`src/rtl/fg_prog_pkg.sv`:
```
// fg_prog_pkg: shared types and default constants for the floating-gate
// island programming sequencer.
//   state_t  - sequencer FSM states (also exported on the debug port)
//   status_t - completion status reported with done_valid
//   DEF_*    - default geometry and settle length of one island
package fg_prog_pkg;

  typedef enum logic [2:0] {
    ST_IDLE    = 3'd0,
    ST_SETUP   = 3'd1,
    ST_PULSE   = 3'd2,
    ST_RECOVER = 3'd3,
    ST_MEASURE = 3'd4,
    ST_DONE    = 3'd5
  } state_t;

  typedef enum logic [1:0] {
    STAT_OK      = 2'b00,
    STAT_TIMEOUT = 2'b01,
    STAT_ABORT   = 2'b10,
    STAT_BADADDR = 2'b11
  } status_t;

  localparam int DEF_SETTLE   = 8;
  localparam int DEF_NUM_ROWS = 9;
  localparam int DEF_NUM_COLS = 18;

endpackage

```
`src/rtl/fg_pulse_timer.sv`:
```
// fg_pulse_timer: loadable down-counter with a zero flag. One instance times
// the SETUP settle, the injection pulse and the RECOVER settle in turn.
// Ports:
//   clk, rst_n - clock, async active-low reset
//   load       - load load_val this cycle (takes priority over counting)
//   load_val   - value to load; the interval lasts load_val+1 cycles
//   zero       - counter is at zero (last cycle of the interval)
module fg_pulse_timer #(
  parameter int W = 16
) (
  input  logic         clk,
  input  logic         rst_n,
  input  logic         load,
  input  logic [W-1:0] load_val,
  output logic         zero
);

  logic [W-1:0] cnt;

  always_ff @(posedge clk or negedge rst_n) begin
    if (!rst_n) begin
      cnt <= '0;
    end else if (load) begin
      cnt <= load_val;
    end else if (cnt != '0) begin
      cnt <= cnt - W'(1);
    end
  end

  assign zero = (cnt == '0);

endmodule

```
`src/rtl/fg_prog_sequencer.sv`:
```
// fg_prog_sequencer: programming sequencer for one indirectly programmed
// floating-gate island. Latches one command, drives the decoder addresses and
// prog-switch enable, issues hot-electron injection pulses and polls an
// external measurement engine between pulses.
// Ports:
//   clk, rst_n                 - clock, async active-low reset
//   cmd_valid/cmd_ready        - command handshake
//   cmd_row/col/pulses/width   - command fields, latched at acceptance
//   abort                      - terminate the running command
//   meas_req/meas_ack/meas_hit - measurement engine handshake
//   row_addr/col_addr          - vertical / horizontal decoder addresses
//   prog_mode                  - prog-switch / drain-select enable
//   vinj_pulse                 - injection enable
//   done_valid/status/count    - one-cycle completion record
//   dbg_state                  - current FSM state, for observation only
//
// Handshakes: a command transfers on a rising edge where cmd_valid and
// cmd_ready are both high; cmd_ready is high only while idle, so the command
// fields must be stable during that cycle only. meas_req is a level held
// until the engine answers with a single-cycle meas_ack (meas_hit qualified
// by meas_ack); meas_ack while meas_req is low is ignored.
//
// Every output is a register loaded from the *next* state, so an output that
// belongs to a state is visible exactly during the cycles spent in it.
module fg_prog_sequencer
  import fg_prog_pkg::*;
#(
  parameter int NUM_ROWS   = DEF_NUM_ROWS,
  parameter int NUM_COLS   = DEF_NUM_COLS,
  parameter int ADDR_BITS  = 6,
  parameter int WIDTH_BITS = 16,
  parameter int CNT_BITS   = 8,
  parameter int SETTLE     = DEF_SETTLE
) (
  input  logic                  clk,
  input  logic                  rst_n,
  input  logic                  cmd_valid,
  output logic                  cmd_ready,
  input  logic [ADDR_BITS-1:0]  cmd_row,
  input  logic [ADDR_BITS-1:0]  cmd_col,
  input  logic [CNT_BITS-1:0]   cmd_pulses,
  input  logic [WIDTH_BITS-1:0] cmd_width,
  input  logic                  abort,
  output logic                  meas_req,
  input  logic                  meas_ack,
  input  logic                  meas_hit,
  output logic [ADDR_BITS-1:0]  row_addr,
  output logic [ADDR_BITS-1:0]  col_addr,
  output logic                  prog_mode,
  output logic                  vinj_pulse,
  output logic                  done_valid,
  output logic [1:0]            done_status,
  output logic [CNT_BITS-1:0]   done_count,
  output logic [2:0]            dbg_state
);

  localparam logic [ADDR_BITS-1:0]  ROW_LIM    = ADDR_BITS'(NUM_ROWS);
  localparam logic [ADDR_BITS-1:0]  COL_LIM    = ADDR_BITS'(NUM_COLS);
  localparam logic [WIDTH_BITS-1:0] SETTLE_LD  = WIDTH_BITS'(SETTLE - 1);
  localparam logic [CNT_BITS-1:0]   CNT_MAX    = '1;

  state_t                state, state_next;
  status_t               stat_next;

  logic [ADDR_BITS-1:0]  row_q, col_q;
  logic [CNT_BITS-1:0]   pulses_q, cnt_q;
  logic [WIDTH_BITS-1:0] width_q;
  logic                  bad_q;

  logic                  accept;
  logic                  cmd_bad;
  logic                  tmr_load;
  logic [WIDTH_BITS-1:0] tmr_val;
  logic                  tmr_zero;

  // Output register inputs
  logic                  cmd_ready_d, meas_req_d, prog_mode_d, vinj_pulse_d;
  logic                  done_valid_d;
  logic [ADDR_BITS-1:0]  row_addr_d, col_addr_d;
  logic [1:0]            done_status_d;
  logic [CNT_BITS-1:0]   done_count_d;
  logic [ADDR_BITS-1:0]  row_eff, col_eff;
  logic                  bad_eff, active;

  assign accept    = (state == ST_IDLE) && cmd_valid;
  assign cmd_bad   = (cmd_row >= ROW_LIM) || (cmd_col >= COL_LIM);
  assign dbg_state = state;

  // ---------------------------------------------------------------- state reg
  always_ff @(posedge clk or negedge rst_n) begin
    if (!rst_n) begin
      state <= ST_IDLE;
    end else begin
      state <= state_next;
    end
  end

  // ---------------------------------------------------------- next-state comb
  // A bad address still passes through one SETUP cycle with all island
  // outputs suppressed; it is rejected from there.
  always_comb begin
    state_next = state;
    stat_next  = STAT_OK;
    case (state)
      ST_IDLE: begin
        if (cmd_valid) state_next = ST_SETUP;
      end
      ST_SETUP: begin
        if (abort) begin
          state_next = ST_DONE;
          stat_next  = STAT_ABORT;
        end else if (bad_q) begin
          state_next = ST_DONE;
          stat_next  = STAT_BADADDR;
        end else if (tmr_zero) begin
          state_next = (pulses_q == '0) ? ST_MEASURE : ST_PULSE;
        end
      end
      ST_PULSE: begin
        if (abort) begin
          state_next = ST_DONE;
          stat_next  = STAT_ABORT;
        end else if (tmr_zero) begin
          state_next = ST_RECOVER;
        end
      end
      ST_RECOVER: begin
        if (abort) begin
          state_next = ST_DONE;
          stat_next  = STAT_ABORT;
        end else if (tmr_zero) begin
          state_next = ST_MEASURE;
        end
      end
      ST_MEASURE: begin
        // abort wins over an acknowledge in the same cycle
        if (abort) begin
          state_next = ST_DONE;
          stat_next  = STAT_ABORT;
        end else if (meas_ack) begin
          if (meas_hit) begin
            state_next = ST_DONE;
            stat_next  = STAT_OK;
          end else if (cnt_q == pulses_q) begin
            state_next = ST_DONE;
            stat_next  = STAT_TIMEOUT;
          end else begin
            state_next = ST_PULSE;
          end
        end
      end
      ST_DONE: state_next = ST_IDLE;
      default: state_next = ST_IDLE;
    endcase
  end

  // ------------------------------------------------------------ interval timer
  // Loaded on entry to each timed state with (duration - 1).
  always_comb begin
    tmr_load = 1'b0;
    tmr_val  = '0;
    if (state_next != state) begin
      case (state_next)
        ST_SETUP, ST_RECOVER: begin
          tmr_load = 1'b1;
          tmr_val  = SETTLE_LD;
        end
        ST_PULSE: begin
          tmr_load = 1'b1;
          tmr_val  = (width_q == '0) ? '0 : width_q - WIDTH_BITS'(1);
        end
        default: begin
          tmr_load = 1'b0;
          tmr_val  = '0;
        end
      endcase
    end
  end

  fg_pulse_timer #(.W(WIDTH_BITS)) u_timer (
    .clk      (clk),
    .rst_n    (rst_n),
    .load     (tmr_load),
    .load_val (tmr_val),
    .zero     (tmr_zero)
  );

  // ------------------------------------------------ command latch and counter
  always_ff @(posedge clk or negedge rst_n) begin
    if (!rst_n) begin
      row_q    <= '0;
      col_q    <= '0;
      pulses_q <= '0;
      width_q  <= '0;
      bad_q    <= 1'b0;
      cnt_q    <= '0;
    end else if (accept) begin
      row_q    <= cmd_row;
      col_q    <= cmd_col;
      pulses_q <= cmd_pulses;
      width_q  <= cmd_width;
      bad_q    <= cmd_bad;
      cnt_q    <= '0;
    end else if (state == ST_PULSE && state_next == ST_RECOVER &&
                 cnt_q != CNT_MAX) begin
      // only a pulse that ran to completion is counted; saturates
      cnt_q <= cnt_q + CNT_BITS'(1);
    end
  end

  // -------------------------------------------------------------- output comb
  // On acceptance the latch is loading in the same edge, so take the command
  // fields straight from the inputs.
  always_comb begin
    row_eff       = accept ? cmd_row : row_q;
    col_eff       = accept ? cmd_col : col_q;
    bad_eff       = accept ? cmd_bad : bad_q;
    active        = !bad_eff && (state_next == ST_SETUP   ||
                                 state_next == ST_PULSE   ||
                                 state_next == ST_RECOVER ||
                                 state_next == ST_MEASURE);
    cmd_ready_d   = (state_next == ST_IDLE);
    prog_mode_d   = active;
    row_addr_d    = active ? row_eff : '0;
    col_addr_d    = active ? col_eff : '0;
    vinj_pulse_d  = (state_next == ST_PULSE);
    meas_req_d    = (state_next == ST_MEASURE);
    done_valid_d  = (state_next == ST_DONE);
    done_status_d = (state_next == ST_DONE) ? stat_next : 2'b00;
    done_count_d  = (state_next == ST_DONE) ? cnt_q : '0;
  end

  always_ff @(posedge clk or negedge rst_n) begin
    if (!rst_n) begin
      cmd_ready   <= 1'b1;
      prog_mode   <= 1'b0;
      row_addr    <= '0;
      col_addr    <= '0;
      vinj_pulse  <= 1'b0;
      meas_req    <= 1'b0;
      done_valid  <= 1'b0;
      done_status <= 2'b00;
      done_count  <= '0;
    end else begin
      cmd_ready   <= cmd_ready_d;
      prog_mode   <= prog_mode_d;
      row_addr    <= row_addr_d;
      col_addr    <= col_addr_d;
      vinj_pulse  <= vinj_pulse_d;
      meas_req    <= meas_req_d;
      done_valid  <= done_valid_d;
      done_status <= done_status_d;
      done_count  <= done_count_d;
    end
  end

endmodule
```
`config.mk`:
```
export PLATFORM = sky130hd
export DESIGN_NAME = fg_prog_sequencer
export DESIGN_NICKNAME = d
export VERILOG_FILES = /design/src/rtl/fg_prog_pkg.sv /design/src/rtl/fg_pulse_timer.sv /design/src/rtl/fg_prog_sequencer.sv
export SDC_FILE = /design/constraint.sdc
export NUM_CORES = 1
export LEC_CHECK = 0
export BUFFER_PORTS_ARGS = -buffer_cell sky130_fd_sc_hd__buf_2
export CELL_PAD_IN_SITES_DETAIL_PLACEMENT = 0
export CELL_PAD_IN_SITES_GLOBAL_PLACEMENT = 1
export CORE_MARGIN = 2
export CORE_UTILIZATION = 45
export DETAILED_ROUTE_END_ITERATION = 16
export GPL_TIMING_DRIVEN = 0
export HOLD_SLACK_MARGIN = 0.05
export PLACE_DENSITY_LB_ADDON = 0.1
export SLEW_MARGIN = 25
export SYNTH_ARGS = -nofsm -noshare
export SYNTH_HDL_FRONTEND = slang
export SYNTH_SLANG_ARGS = --single-unit
```
`constraint.sdc`:
```
create_clock -name clk -period 3.85 [get_ports clk]
set_input_delay 0.5775 -clock clk [delete_from_list [all_inputs] [get_ports clk]]
set_output_delay 0.5775 -clock clk [all_outputs]
set_load 0.05 [all_outputs]
```
# == After elaboration in Yosys (flattened, before gate mapping) ==
# Index checks and enable logic that the tools add are counted.
# totals
out_inout_bits,30
in_bits,42
wordCells,92
ff_bits,91
# op_classes
n_addsub,3
magnitude_cmp,2
n_reduce_logical,20
eq_ne,12
mux,38
# op_table
cell,count
two-way mux 16 bit,4
two-way mux 3 bit,13
zero test 16 bit,2
one-hot mux 16 bit (2 select lines),1
subtractor 16 x 1 -> 16 bit (second input constant),2
two-way mux 6 bit,4
two-way mux 8 bit,3
nonzero test 16 bit,1
one-hot mux 3 bit (5 select lines),1
== test 3 x 2 -> 1 bit (second input constant),4
two-way mux 2 bit,5
== test 3 bit (second input constant),3
adder 8 x 1 -> 8 bit (second input constant),1
== test 8 bit,1
zero test 8 bit,1
!= test 8 bit (second input constant),1
== test 3 x 1 -> 1 bit (second input constant),2
greater-or-equal comparator 6 x 4 -> 1 bit (second input constant),1
greater-or-equal comparator 6 x 5 -> 1 bit (second input constant),1
zero test 3 bit,2
two-way mux 1 bit,6
one-hot mux 2 bit (3 select lines),1
logical AND 1 bit,4
logical OR 1 bit,4
5 further kinds,7

# == Longest topological paths before layout ==
# Gate-level depths: netlist (run 1).
# depth
ltp_word,12
depth_mapped,10
mapped_depth_nobuf,10

# == Modules after synthesis ==
# From an unflattened synthesis (run 1), not the netlist that was laid out.
# unflattened
hier_cells,514
hier_area_um2,4759.6
# modules_own_cells
module,area_per_inst_um2,seq_area_each_um2,cells_each,instances
fg_prog_sequencer,3759.9,1878.1,407,1
fg_pulse_timer,999.7,400.4,107,1

# == Least setup slack after synthesis (run 1) ==
# No wires, ideal clock.
# synth_path
path_kind,reg-to-reg
startpoint,reg u_timer.cnt[0]
endpoint,reg u_timer.cnt[1]
setup_ns,0.125
t_arrival_ns,2.586
stages_incl_launch_ff,10
n_path_buf,0
slack_ns,1.140
period_less_slack_ns,2.710
required_time_ns,3.725
cell_sequence,dfrtp_1 inv_1 ha_1 nor4b_2 nand4_4 a2111oi_4 a31oi_2 a31o_2 nor2_1 mux2_2
# synth_between
elab_chain_len,10
elab_cells_between_ends,24
cone_classes,1 x add/sub; 4 x eq/ne; 14 x mux; 5 x reduce/logical
# synth_rtl
element,line_no,text
"start, declared",fg_pulse_timer.sv:18,logic [W-1:0] cnt;
"start signal, assigned",fg_pulse_timer.sv:24,cnt <= load_val;
"start signal, assigned",fg_pulse_timer.sv:26,cnt <= cnt - W'(1);
zero test 16 bit,fg_pulse_timer.sv:30,assign zero = (cnt == '0);
two-way mux 3 bit,fg_prog_sequencer.sv:115,end else if (tmr_zero) begin
two-way mux 3 bit,fg_prog_sequencer.sv:112,end else if (bad_q) begin
two-way mux 3 bit,fg_prog_sequencer.sv:109,if (abort) begin
one-hot mux 3 bit (5 select lines),fg_prog_sequencer.sv:104,case (state)
== test 3 x 2 -> 1 bit / == test 3 x 1 -> 1 bit (equally long branches),fg_prog_sequencer.sv:163,case (state_next)
OR reduction 2 bit / OR reduction 3 bit (equally long branches),-,
one-hot mux 16 bit (2 select lines) / two-way mux 1 bit (equally long branches),fg_prog_sequencer.sv:163,
two-way mux 16 bit / two-way mux 1 bit (equally long branches),fg_prog_sequencer.sv:162,if (state_next != state) begin
two-way mux 16 bit / nonzero test 2 bit (equally long branches),-,
# Parallel ways exist; a longest one is shown, timed or not. The select of a mux whose other input is x is not followed.
# A chain may end at the register's enable or synchronous reset.

# == Final worst setup path (run 1) ==
# Same ends and word-level chain as after synthesis.

==> impl_results.md, run 1 <==
* DRT iter0 DRCs at 95
* FF-to-FF setup slack at 0.80 ns
* Worst EP arrival at 3.30 ns
* CTS tree: built
* Nets@finish at 539
* Critical Path RT at 4.10 ns
* Die Width at 105 microns
* Vias in the first global route at 3,413
* CTS buffer count at 9
* Worst hold path type: input pin to asynchronous set/reset pin
* Post-route ant nets at 0
* Port Buf Inserts at 71
* Simple-Gate Fraction of Synth Area at 18.8%
* Total gr overflow at 0
* Area grow syn2layout at 16.8%
* Combinational share of power at 43.1%
* Clk pin slew, worst setup/hold paths at 0.10 ns
* Placed instance area at 5180 sq um
* # Post-CTS Setup Buffers at 0
* Detailed Route WL at 9760 microns
* XOR/XNOR share of the synthesized area at 7.39%
* Slew margin rel. at 62.3%
* Core area at 10,100 sq um
* Ys flop type: dfrtp_1
* Asr flop ratio synth at 100%
* DP HPWL at 7210 microns
* Worst Setup End Kind: flip-flop
* Setup TNS at 0 ns
* Initial antenna violation count at 0
* Cell count after synthesis at 410
* Clock skew at 0.0165 ns
* Post-synth EDFFs at 0
* # setup viols final at 0
* Synth Net Count at 456
* Crit Path Class: flip-flop to flip-flop
* P_sw at 1.55 mW
* Share of post-route cells with drive strength above 1 at 32.5%
* Worst-Skew Late Latency at 0.37 ns
* Maximum vdd drop at 0.298 mV
* Distinct cells, synth at 64
* Sequential cell area fraction in the yosys report at 49.3%
* Reg2Reg Depth at 9
* Gates resized, CTS repair at 0
* Reg power frac at 38.5%
* Clock Power Share at 18.3%
* Worst r2r src: u_timer.cnt[0]$_DFFE_PN0P_
* Startpoint Class: flip-flop
* Pre-CTS setup slack at 0.810 ns
* Final Hold Viols at 0
* Final Slew Violations at 0
* CP Max Fanout at 9
* Row count at 37
* Final min period at 3.05 ns
* RSZ-0062 raised after global routing: no
* F_max at 328 MHz
* Worst slew pin tran at 0.561 ns
* DRC Markers at 0
* WL/cell at 15.4 microns
* CTS max path bufs at 2
* I/O pins at 72
* PD cells at 728 nW/um^2
* Hold Worst Slack at 0.0997 ns
* Non-Filler Instances at 634
* RePlAce Congestion at 0.803
* Tcrit/Tclk final at 79.3%
* Total track usage at 19.1%
* Post-layout util at 53.3%
* Worst r2r dst: u_timer.cnt[1]$_DFFE_PN0P_
* Mux contribution to synthesized area at 9.45%
* Die extent in y at 105 microns
* Compound-gate portion of the synthesized area at 10.6%
* Placed Cells at 618
* Vias at 3,301
* Max capacitance violation total at 0
* Power, Total at 3.93 mW
* Filler cells at 932
* Cell Int Power at 2.38 mW
* DR pass1 iterations at 4
* ANT cells at 0
* Via/cell ratio at 5.21
* Combinational family with the most area after synthesis: simple AND/OR/NAND/NOR gates
* Largest net degree at the start of global routing at 52
* Post-Syn Area per Cell at 11.3 sq um
* H-tree depth at 3
* Hold-fix buffers, CTS at 0
* Clock sink total at 91
* Status: finished, final reports clean
* Flops & latches, synth at 91
* Initial core utilization at 45.6%
* Static Leakage at 2.45 nW
* Post-Syn Area at 4620 sq um
* Fin area at 5400 sq um
* Die area at 11,100 sq um
* CTS root buffer: clkbuf_8
* Post-Synth Adder-Cell Area at 1.08%
* Sw Ratio at 39.4%
* Syn. warnings at 0
* Final WS setup at 0.798 ns
* Global-route wire length before repair at 16,900 microns
==> power groups by stage <==
stage          clock network (mW)  registers [mW]  logic (mW)
2_1_floorplan                   0            1.63        1.21
4_1_cts                     0.738            1.52        1.71
6_report                    0.721            1.51        1.69
3_5_place_dp                    0            1.54        1.70
5_1_grt                     0.784            1.56        1.89
3_3_place_gp                    0            1.52        1.67
==> how the worst max path moves through the flow <==
stage | end | cells past startpoint | slack, ns | start
after floorplan | u_timer.cnt[1]$_DFFE_PN0P_ | 9 | 1.14 | u_timer.cnt[0]$_DFFE_PN0P_
after global placement | u_timer.cnt[1]$_DFFE_PN0P_ | 9 | 0.81 | u_timer.cnt[0]$_DFFE_PN0P_
after detailed placement | u_timer.cnt[1]$_DFFE_PN0P_ | 9 | 0.81 | u_timer.cnt[0]$_DFFE_PN0P_
after CTS | u_timer.cnt[1]$_DFFE_PN0P_ | 9 | 0.78 | u_timer.cnt[0]$_DFFE_PN0P_
after global routing | u_timer.cnt[1]$_DFFE_PN0P_ | 9 | 0.55 | u_timer.cnt[0]$_DFFE_PN0P_
final | u_timer.cnt[1]$_DFFE_PN0P_ | 9 | 0.80 | u_timer.cnt[0]$_DFFE_PN0P_
==> critical path: stages (launching register included) <==
cell and delay (ns):
dfrtp_1 0.41, inv_1 0.10, ha_1 0.28, nor4b_2 0.38, nand4_4 0.27, a2111oi_4 0.41, a31oi_2 0.16, a31o_2 0.33
nor2_1 0.24, mux2_2 0.37
==> cells in the final DEF, fill, tap and decap left out, types with 2 or more instances in the layout <==
master      synthesis  routed
xnor2_1            23      23
nor4b_2             2       2
or3_1               2       2
o21ai_0            18      18
clkbuf_1            6       7
clkinvlp_4          0       2
mux2i_1             2       2
o22ai_1             2       2
a21oi_1            22      22
and3_2              2       2
ha_1                4       4
nor2_1             27      27
nand3b_1            2       2
clkbuf_8            4      13
o211a_1             2       2
or4_1               4       4
and3_1              9       9
nor3b_1             2       2
nand4_1            16      16
dfrtp_1            90      90
o31ai_1             3       3
nand2_1            11      11
inv_1              13      13
a31o_2              3       3
a2111oi_4           2       2
and2b_2             2       2
nand3_1             8       8
nand2b_1            5       5
bufinv_16           0       2
and2_1              4       4
nor2b_1            13      13
xor2_1             16      16
nor3_1             14      14
nor4b_1             2       2
mux2_2             36      36
buf_2               5      75
nor4_1              5       5
==> sequential cells by signal, summed over array words and instances, names as in the netlist <==
signal	flops
row_addr	6
done_count	8
vinj_pulse	1
dbg_state	3
meas_req	1
width_q	16
col_q	6
cmd_ready	1
done_valid	1
done_status	2
col_addr	6
prog_mode	1
cnt_q	8
row_q	6
bad_q	1
pulses_q	8
u_timer.cnt	16
==> kinds of logic after synthesis <==
family / after synthesis
multiplexers: 39
XOR/XNOR: 39
flip-flops: 91
adder cells (fa/ha/maj): 4
AND/OR/NAND/NOR: 141
AO/OA/AOI/OAI: 67
buffers and inverters: 29
==> layer usage <==
layer	up-vias	global-route usage, %	routed length (microns)
met5	-	0	0
met4	0	6.29	148
met3	13	3.28	319
met2	62	29.2	4460
met1	1591	27.7	4830
li1	1635	-	-
==> synthesized netlist by cell type, drive strengths merged, types with 2 or more instances <==
library cell | count | area share, %
nand3 | 8 | 0.87
mux2 | 37 | 9.0
nor4b | 4 | 1.0
nand3b | 2 | 0.32
dfrtp | 90 | 49
buf | 5 | 0.54
nor4 | 7 | 1.4
and2 | 5 | 0.70
nor2b | 13 | 1.8
a31oi | 2 | 0.41
o31ai | 3 | 0.49
o22ai | 2 | 0.27
xor2 | 16 | 3.0
nor3 | 15 | 1.9
nor2 | 28 | 2.4
a2111oi | 3 | 1.5
or4 | 4 | 0.65
a211oi | 2 | 0.60
xnor2 | 23 | 4.4
or3 | 2 | 0.27
a31o | 3 | 0.57
mux2i | 2 | 0.43
nand2 | 11 | 0.89
inv | 13 | 1.1
clkbuf | 11 | 1.8
nand4 | 17 | 2.6
ha | 4 | 1.1
a21oi | 22 | 2.4
o21ai | 19 | 2.1
and2b | 3 | 0.60
and3 | 11 | 1.5
o211a | 2 | 0.43
nand2b | 5 | 0.68
nor3b | 3 | 0.60
==> final cells by class <==
| cell class | instances | area [sq um] | area share (%) |
|---|---|---|---|
| Buffer | 16 | 108 | 1.99 |
| Clock buffer | 10 | 128 | 2.36 |
| Clock inverter | 6 | 88.8 | 1.65 |
| Inverter | 13 | 48.8 | 0.904 |
| Multi-Input combinational cell | 290 | 2190 | 40.5 |
| Sequential cell | 91 | 2280 | 42.2 |
| Tap cell | 136 | 170 | 3.15 |
| Timing Repair Buffer | 72 | 389 | 7.21 |
Note: power is estimated with default switching activity, not from simulation.
==> run 2, diff against run 1 <==
==> constraint.sdc (replaced) <==
create_clock -name clk -period 2.96 [get_ports clk]
set_input_delay 0.444 -clock clk [delete_from_list [all_inputs] [get_ports clk]]
set_output_delay 0.444 -clock clk [all_outputs]
set_load 0.05 [all_outputs]
==> impl_results.md, run 2 (synthesis results as in run 1) <==
* Maximum vdd drop at 0.389 mV (+31%)
* Clk pin slew, worst setup/hold paths at 0.09 ns (about the same)
* DP HPWL at 7210 microns (unchanged)
* Die Width at 105 microns (unchanged)
* Clock skew at 0.0163 ns (-0.000184 ns)
* Non-Filler Instances at 643 (+1.4%)
* H-tree depth at 3 (unchanged)
* Tcrit/Tclk final at 95.0% (+16 points)
* RePlAce Congestion at 0.803 (unchanged)
* Max capacitance violation total at 0 (unchanged)
* Critical Path RT at 3.22 ns (-0.88 ns)
* Worst path slowest cell: a2111oi_4
* Vias in the first global route at 3,417 (+0.12%)
* Global-route wire length before repair at 16,900 microns (+0.12%)
* Critical Path Source: u_timer.cnt[0]$_DFFE_PN0P_
* Placed Cells at 618 (unchanged)
* Most common cell on crit path: a2111oi_4
* PD cells at 946 nW/um^2 (+30%)
* Status: finished, final reports clean
* Worst Setup End Kind: flip-flop
* Filler cells at 920 (-1.3%)
* Share of post-route cells with drive strength above 1 at 34.1% (+1.6 points)
* Worst path cell trace: inv_1 -> ha_2 -> nor4b_4 -> nand4_4 -> a2111oi_4 -> a31oi_4 -> a2111oi_4 -> a211oi_1 -> a31o_2
* Worst-Skew Late Latency at 0.37 ns (about the same)
* Static Leakage at 2.49 nW (+1.8%)
* Total track usage at 19.1% (+0.027 points)
* Crit Path Class: flip-flop to flip-flop
* Reg2Reg Depth at 9 (unchanged)
* ANT cells at 0 (unchanged)
* Worst r2r src: u_timer.cnt[0]$_DFFE_PN0P_
* Leading cell types in the layout, fill and taps excluded: dfrtp_1 (90), buf_2 (74), mux2_2 (36)
* Setup TNS at 0 ns (unchanged)
* Initial antenna violation count at 0 (unchanged)
* # setup viols final at 0 (unchanged)
* Die extent in y at 105 microns (unchanged)
* Total gr overflow at 0 (unchanged)
* Final min period at 2.81 ns (-0.242 ns)
* FF-to-FF setup slack at 0.15 ns (-0.65 ns)
* Final Hold Viols at 0 (unchanged)
* CTS buffer count at 9 (unchanged)
* Vias at 3,384 (+2.5%)
* Core area at 10,100 sq um (unchanged)
* Die area at 11,100 sq um (unchanged)
* Worst r2r dst: cnt_q[5]$_DFFE_PN0P_
* Area grow syn2layout at 18.9%
* Worst slew pin tran at 0.558 ns (-0.00267 ns)
* Clock sink total at 91 (unchanged)
* CP Max Fanout at 7 (-2)
* DRC Markers at 0 (unchanged)
* DRT iter0 DRCs at 132 (+39%)
* Most common cell after layout, fill and taps aside: dfrtp_1
* Worst hold path type: input pin to flip-flop
* Via/cell ratio at 5.26 (+1.1%)
* Largest net degree at the start of global routing at 52 (unchanged)
* CTS root buffer: clkbuf_8
* Slew margin rel. at 62.5% (+0.18 points)
* Nets@finish at 548 (+1.7%)
* Initial core utilization at 45.6% (unchanged)
* WL/cell at 15.4 microns (+0.31%)
* CTS max path bufs at 2 (unchanged)
* Startpoint Class: flip-flop
* Worst EP arrival at 3.07 ns (-0.23 ns)
* Sequential cell area at 2280 sq um (unchanged)
* Largest registers: u_timer.cnt x16, width_q x16
* Final Slew Violations at 0 (unchanged)
* Row count at 37 (unchanged)
* CTS tree: built
* Multi-input logic area at 2210 sq um (+1.1%)
* Detailed Route WL at 9930 microns (+1.7%)
* Worst Setup EP: cnt_q[5]$_DFFE_PN0P_
* DR pass1 iterations at 4 (unchanged)
* Post-route ant nets at 0 (unchanged)
* Port Buf Inserts at 71 (unchanged)
* Critical Path Max Stage Delay at 0.54 ns (+0.13 ns)
* F_max at 356 MHz (+8.6%)
* I/O pins at 72 (unchanged)
-- run 2: what timing repair did --
item                                   4_1_cts  5_1_grt
setup buffers                                0        8
setup endpoints to repair                   25       27
hold buffers                                 1        0
endpoints found under the hold margin       40        0
pin swaps                                    1        6
resized for setup                            2        6
-- run 2: how the worst min path moves through the flow --
| stage | start | endpoint | slack (ns) | depth (start not counted) |
|---|---|---|---|---|
| after floorplan | rst_n | bad_q$_DFF_PN0_ | 0.15 | 0 |
| after global placement | row_q[2]$_DFF_PN0_ | row_q[2]$_DFF_PN0_ | 0.47 | 1 |
| after detailed placement | rst_n | u_timer.cnt[8]$_DFFE_PN0P_ | 0.39 | 1 |
| after CTS | cmd_width[1] | width_q[1]$_DFFE_PN0P_ | 0.29 | 3 |
| after global routing | cmd_width[1] | width_q[1]$_DFFE_PN0P_ | 0.29 | 3 |
| final | cmd_width[1] | width_q[1]$_DFFE_PN0P_ | 0.30 | 3 |
-- run 2: power breakdown --
group	total, mW	internal (mW)	switching (mW)
Combinational	2.29	1.04	1.25
Clock	0.939	0.478	0.461
Sequential	1.97	1.64	0.329
-- run 2: area by class of cell --
type	count	area share [%]
multi-input combinational	290	40.3
timing repair buffer	81	8.35
inverter	13	0.888
buffer	16	2.00
sequential	91	41.5
clock inverter	6	1.62
tap	136	3.10
clock buffer	10	2.32
-- run 2: stage by stage --
stage,instance area [sq um],setup slack (ns),util [%],hold WS (ns),power [mW]
after floorplan,4620,0.250,-,0.148,3.69
after global placement,5150,-0.0781,50.8,0.474,4.16
after detailed placement,5180,-0.0804,51.1,0.386,4.21
after CTS,5420,0.0347,53.5,0.285,5.17
after global routing,5500,-0.0210,54.2,0.288,5.60
final,5500,0.149,54.2,0.297,5.20
-- run 2: critical path: cells and delay by family, from the launching register on --
kind,cells,cell delay (ns)
AOI/OAI and AO/OA,5,1.44
adders and majority gates,1,0.25
buffers and inverters,1,0.11
DFF,1,0.40
and+or+nand+nor,2,0.51
-- run 2: per-layer routing --
| metal | vias up | GRT usage (%) | wire length (microns) |
|---|---|---|---|
| met4 | 0 | 6.29 | 148 |
| met2 | 85 | 29.2 | 4590 |
| met1 | 1633 | 27.7 | 4740 |
| met5 | - | 0 | 0 |
| li1 | 1653 | - | - |
| met3 | 13 | 3.22 | 450 |
==> run 3, diff against run 2 <==
--- a/config.mk
+++ b/config.mk
@@ -9,7 +9,7 @@
 export CELL_PAD_IN_SITES_DETAIL_PLACEMENT = 0
 export CELL_PAD_IN_SITES_GLOBAL_PLACEMENT = 1
 export CORE_MARGIN = 2
-export CORE_UTILIZATION = 45
+export CORE_UTILIZATION = 44
 export DETAILED_ROUTE_END_ITERATION = 16
 export GPL_TIMING_DRIVEN = 0
 export HOLD_SLACK_MARGIN = 0.05
@@ -17,4 +17,5 @@
 export SLEW_MARGIN = 25
 export SYNTH_ARGS = -nofsm -noshare
 export SYNTH_HDL_FRONTEND = slang
+export SYNTH_HIERARCHICAL = 1
 export SYNTH_SLANG_ARGS = --single-unit
==> impl_results.md, run 3 <==
* I/O pins at 72 (unchanged)
* Met1 usage at 29.6% (+1.9 points)
* CP Max Fanout at 7 (unchanged)
* Sequential cell area fraction in the yosys report at 47.9% (-1.4 points)
* Grt peak-use layer: met2
* CTS buffer count at 9 (unchanged)
* Vias in the first global route at 3,977 (+16%)
* Asr flop ratio synth at 100% (unchanged)
* Worst r2r src: u_timer/cnt[0]$_DFFE_PN0P_
* Met2 GRT Util at 34.9% (+5.6 points)
* Ys flop type: dfrtp_1
* PD cells at 921 nW/um^2 (-2.7%)
* Worst Setup EP: u_timer/cnt[6]$_DFFE_PN0P_
* Tcrit/Tclk final at 120% (+25 points)
* P_sw at 2.42 mW (+18%)
* Worst EP arrival at 3.81 ns (+0.74 ns)
* Maximum vdd drop at 0.427 mV (+9.6%)
* Port Buf Inserts at 71 (unchanged)
* Cell count after synthesis at 514 (+25%)
* Final Hold Viols at 0 (unchanged)
* Most frequent cell after synthesis: nand2_1
* Die extent in y at 108 microns (+2.5%)
* Slew margin rel. at 45.9% (-17 points)
* Reg power frac at 35.3% (-2.6 points)
* Die area at 11,700 sq um (+5.1%)
* Distinct cells, synth at 73 (+14%)
* FF-to-FF setup slack at -0.58 ns (-0.73 ns)
* Status: complete, but fails checks
* Flops & latches, synth at 91 (unchanged)
* WL/cell at 15.3 microns (-0.82%)
* Share of post-route cells with drive strength above 1 at 32.8% (-1.4 points)
* # setup viols final at 39 (+39)
* Worst-Skew Late Latency at 0.37 ns (about the same)
* DP HPWL at 8180 microns (+13%)
* Static Leakage at 2.89 nW (+16%)
* DRT iter0 DRCs at 218 (+65%)
* Final WS setup at -0.584 ns (-0.733 ns)
* Clock Power Share at 13.8% (-4.3 points)
* Total track usage at 21.7% (+2.5 points)
* Core area at 10,400 sq um (+2.7%)
* Final Slew Violations at 0 (unchanged)
* Clk pin slew, worst setup/hold paths at 0.09 ns (about the same)
* Worst slew pin tran at 0.810 ns (+0.252 ns)
* Die Width at 108 microns (+2.5%)
* Detailed Route WL at 11,800 microns (+19%)
* Leading cell types in the layout, fill and taps excluded: nand2_1 (130), dfrtp_1 (90), buf_2 (73)
* CTS tree: built
* Crit Path Class: flip-flop to flip-flop
* Sw Ratio at 43.4% (+4.2 points)
* RSZ-0062 raised after global routing: yes
* Via/cell ratio at 5.18 (-1.6%)
* Largest registers: u_timer/cnt x16, width_q x16
* Post-synth EDFFs at 0 (unchanged)
* Post-route ant nets at 0 (unchanged)
* Pre-CTS setup slack at -1.04 ns (-0.963 ns)
* Share of the synthesized area in the top cell type at 47.3% (-1.4 points)
* Largest net degree at the start of global routing at 48 (-7.7%)
* Reg2Reg Depth at 16 (+7)
* ANT cells at 0 (unchanged)
* Clock sink total at 91 (unchanged)
* Nets@finish at 676 (+23%)
* Startpoint Class: flip-flop
* Cell Int Power at 3.15 mW (-0.49%)
* Syn. warnings at 6 (+6)
* DRC Markers at 0 (unchanged)
* Worst r2r dst: u_timer/cnt[6]$_DFFE_PN0P_
* Initial core utilization at 45.7% (+0.093 points)
* H-tree depth at 3 (unchanged)
* Post-synth top cells: nand2_1 (137), dfrtp_1 (90), nor2_1 (53), xnor2_1 (26), inv_1 (14)
* Critical Path RT at 3.22 ns (about the same)
* Most common cell after layout, fill and taps aside: nand2_1
* Post-Syn Area at 4760 sq um (+2.9%)
* CTS root buffer: clkbuf_8
* Max capacitance violation total at 0 (unchanged)
* Vias at 3,993 (+18%)
* Synth area leader: dfrtp_1
* Row count at 37 (unchanged)
* Critical Path Source: u_timer/cnt[0]$_DFFE_PN0P_
* Combinational share of power at 50.8% (+6.8 points)
* Synth Net Count at 560 (+23%)
* DR pass1 iterations at 4 (unchanged)
* Post-Syn Area per Cell at 9.26 sq um (-18%)
* Failing checks: setup timing
* Global-route wire length before repair at 19,700 microns (+17%)
* Final min period at 3.54 ns (+0.733 ns)
* Met3 Track Usage GR at 3.32% (+0.099 points)
* RePlAce Congestion at 0.897 (+12%)
* Clock skew at 0.00821 ns (-0.00809 ns)
* F_max at 282 MHz (-21%)
* CTS max path bufs at 2 (unchanged)
* Largest cells by area after synthesis: dfrtp_1 (47%), nand2_1 (11%), xnor2_1 (4.8%)
* Total gr overflow at 0 (unchanged)
* Worst Setup End Kind: flip-flop
* Initial antenna violation count at 0 (unchanged)
* Placed Cells at 722 (+17%)
* Non-Filler Instances at 771 (+20%)
* Area grow syn2layout at 26.9%
* Worst hold path type: input pin to flip-flop
[run 3: worst min-delay path by stage]
stage	from	endpoint	slack [ns]	cells after the start
after floorplan	rst_n	bad_q$_DFF_PN0_	0.15	0
after global placement	col_q[1]$_DFF_PN0_	col_q[1]$_DFF_PN0_	0.45	2
after detailed placement	rst_n	u_timer/cnt[5]$_DFFE_PN0P_	0.41	1
after CTS	cmd_width[9]	width_q[9]$_DFFE_PN0P_	0.26	3
after global routing	cmd_width[4]	width_q[4]$_DFFE_PN0P_	0.26	3
final	cmd_width[9]	width_q[9]$_DFFE_PN0P_	0.27	3
[run 3: kinds of logic after synthesis]
logic type,Yosys count,synth area share [%]
AO/OA/AOI/OAI,65,10.3
flip-flops,91,47.9
adder cells (fa/ha/maj),4,1.05
multiplexers,16,3.44
XOR/XNOR,30,5.52
AND/OR/NAND/NOR,273,28.3
buffers and inverters,35,3.50
[run 3: repair_timing]
item / in CTS / in global routing
endpoints found under the setup margin: 42 / 41
hold buffers: 1 / 0
hold endpoints to repair: 45 / 0
resized for setup: 33 / 29
pin swaps: 8 / 12
setup buffers: 22 / 8
gates cloned: 3 / 0
[run 3: layout make-up]
class                   instances  area, sq um
multi-input cells             388         2530
repair buffers                105          679
inverters                      15         61.3
well taps                     136          170
flip-flops and latches         91         2280
plain buffers                  20          143
clock buffers                   9          124
clock inverters                 7         51.3
fillers                       938         4370
[run 3: critical path, stage by stage (launching register included)]
cell and delay, ns:
dfrtp_1 0.41, inv_2 0.10, ha_4 0.13, or4b_4 0.46, or4_4 0.44, nor4b_4 0.23
buf_6 0.18, nor2_4 0.04, o2bb2ai_4 0.14, a211o_1 0.32, or2_4 0.24, nor2b_4 0.12
nor2_2 0.09, clkbuf_8 0.15, buf_4 0.15, a21oi_1 0.06, a21o_1 0.16
[run 3: through the flow]
| stage | TNS (ns) | instance area [sq um] | hold slack [ns] | power (mW) | utilization [%] |
|---|---|---|---|---|---|
| after floorplan | -10.21 | 4810 | 0.148 | 3.74 | - |
| after global placement | -27.14 | 5340 | 0.445 | 4.25 | 51.2 |
| after detailed placement | -28.40 | 5370 | 0.410 | 4.31 | 51.5 |
| after CTS | -18.89 | 5890 | 0.256 | 5.42 | 56.5 |
| after global routing | -24.05 | 6040 | 0.258 | 5.98 | 58.0 |
| final | -18.52 | 6040 | 0.265 | 5.56 | 58.0 |
[run 3: per-layer routing]
metal	vias to the layer above	wire length (microns)
met4	0	127
met3	14	484
li1	1965	-
met1	1917	5590
met5	-	0
met2	97	5600
[run 3: power groups by stage]
stage	clock [mW]	combinational (mW)	sequential, mW
floorplan	0	1.60	2.14
global placement	0	2.27	1.98
detailed placement	0	2.32	1.99
CTS	0.795	2.67	1.96
global route	0.860	3.10	2.02
finish	0.770	2.83	1.97
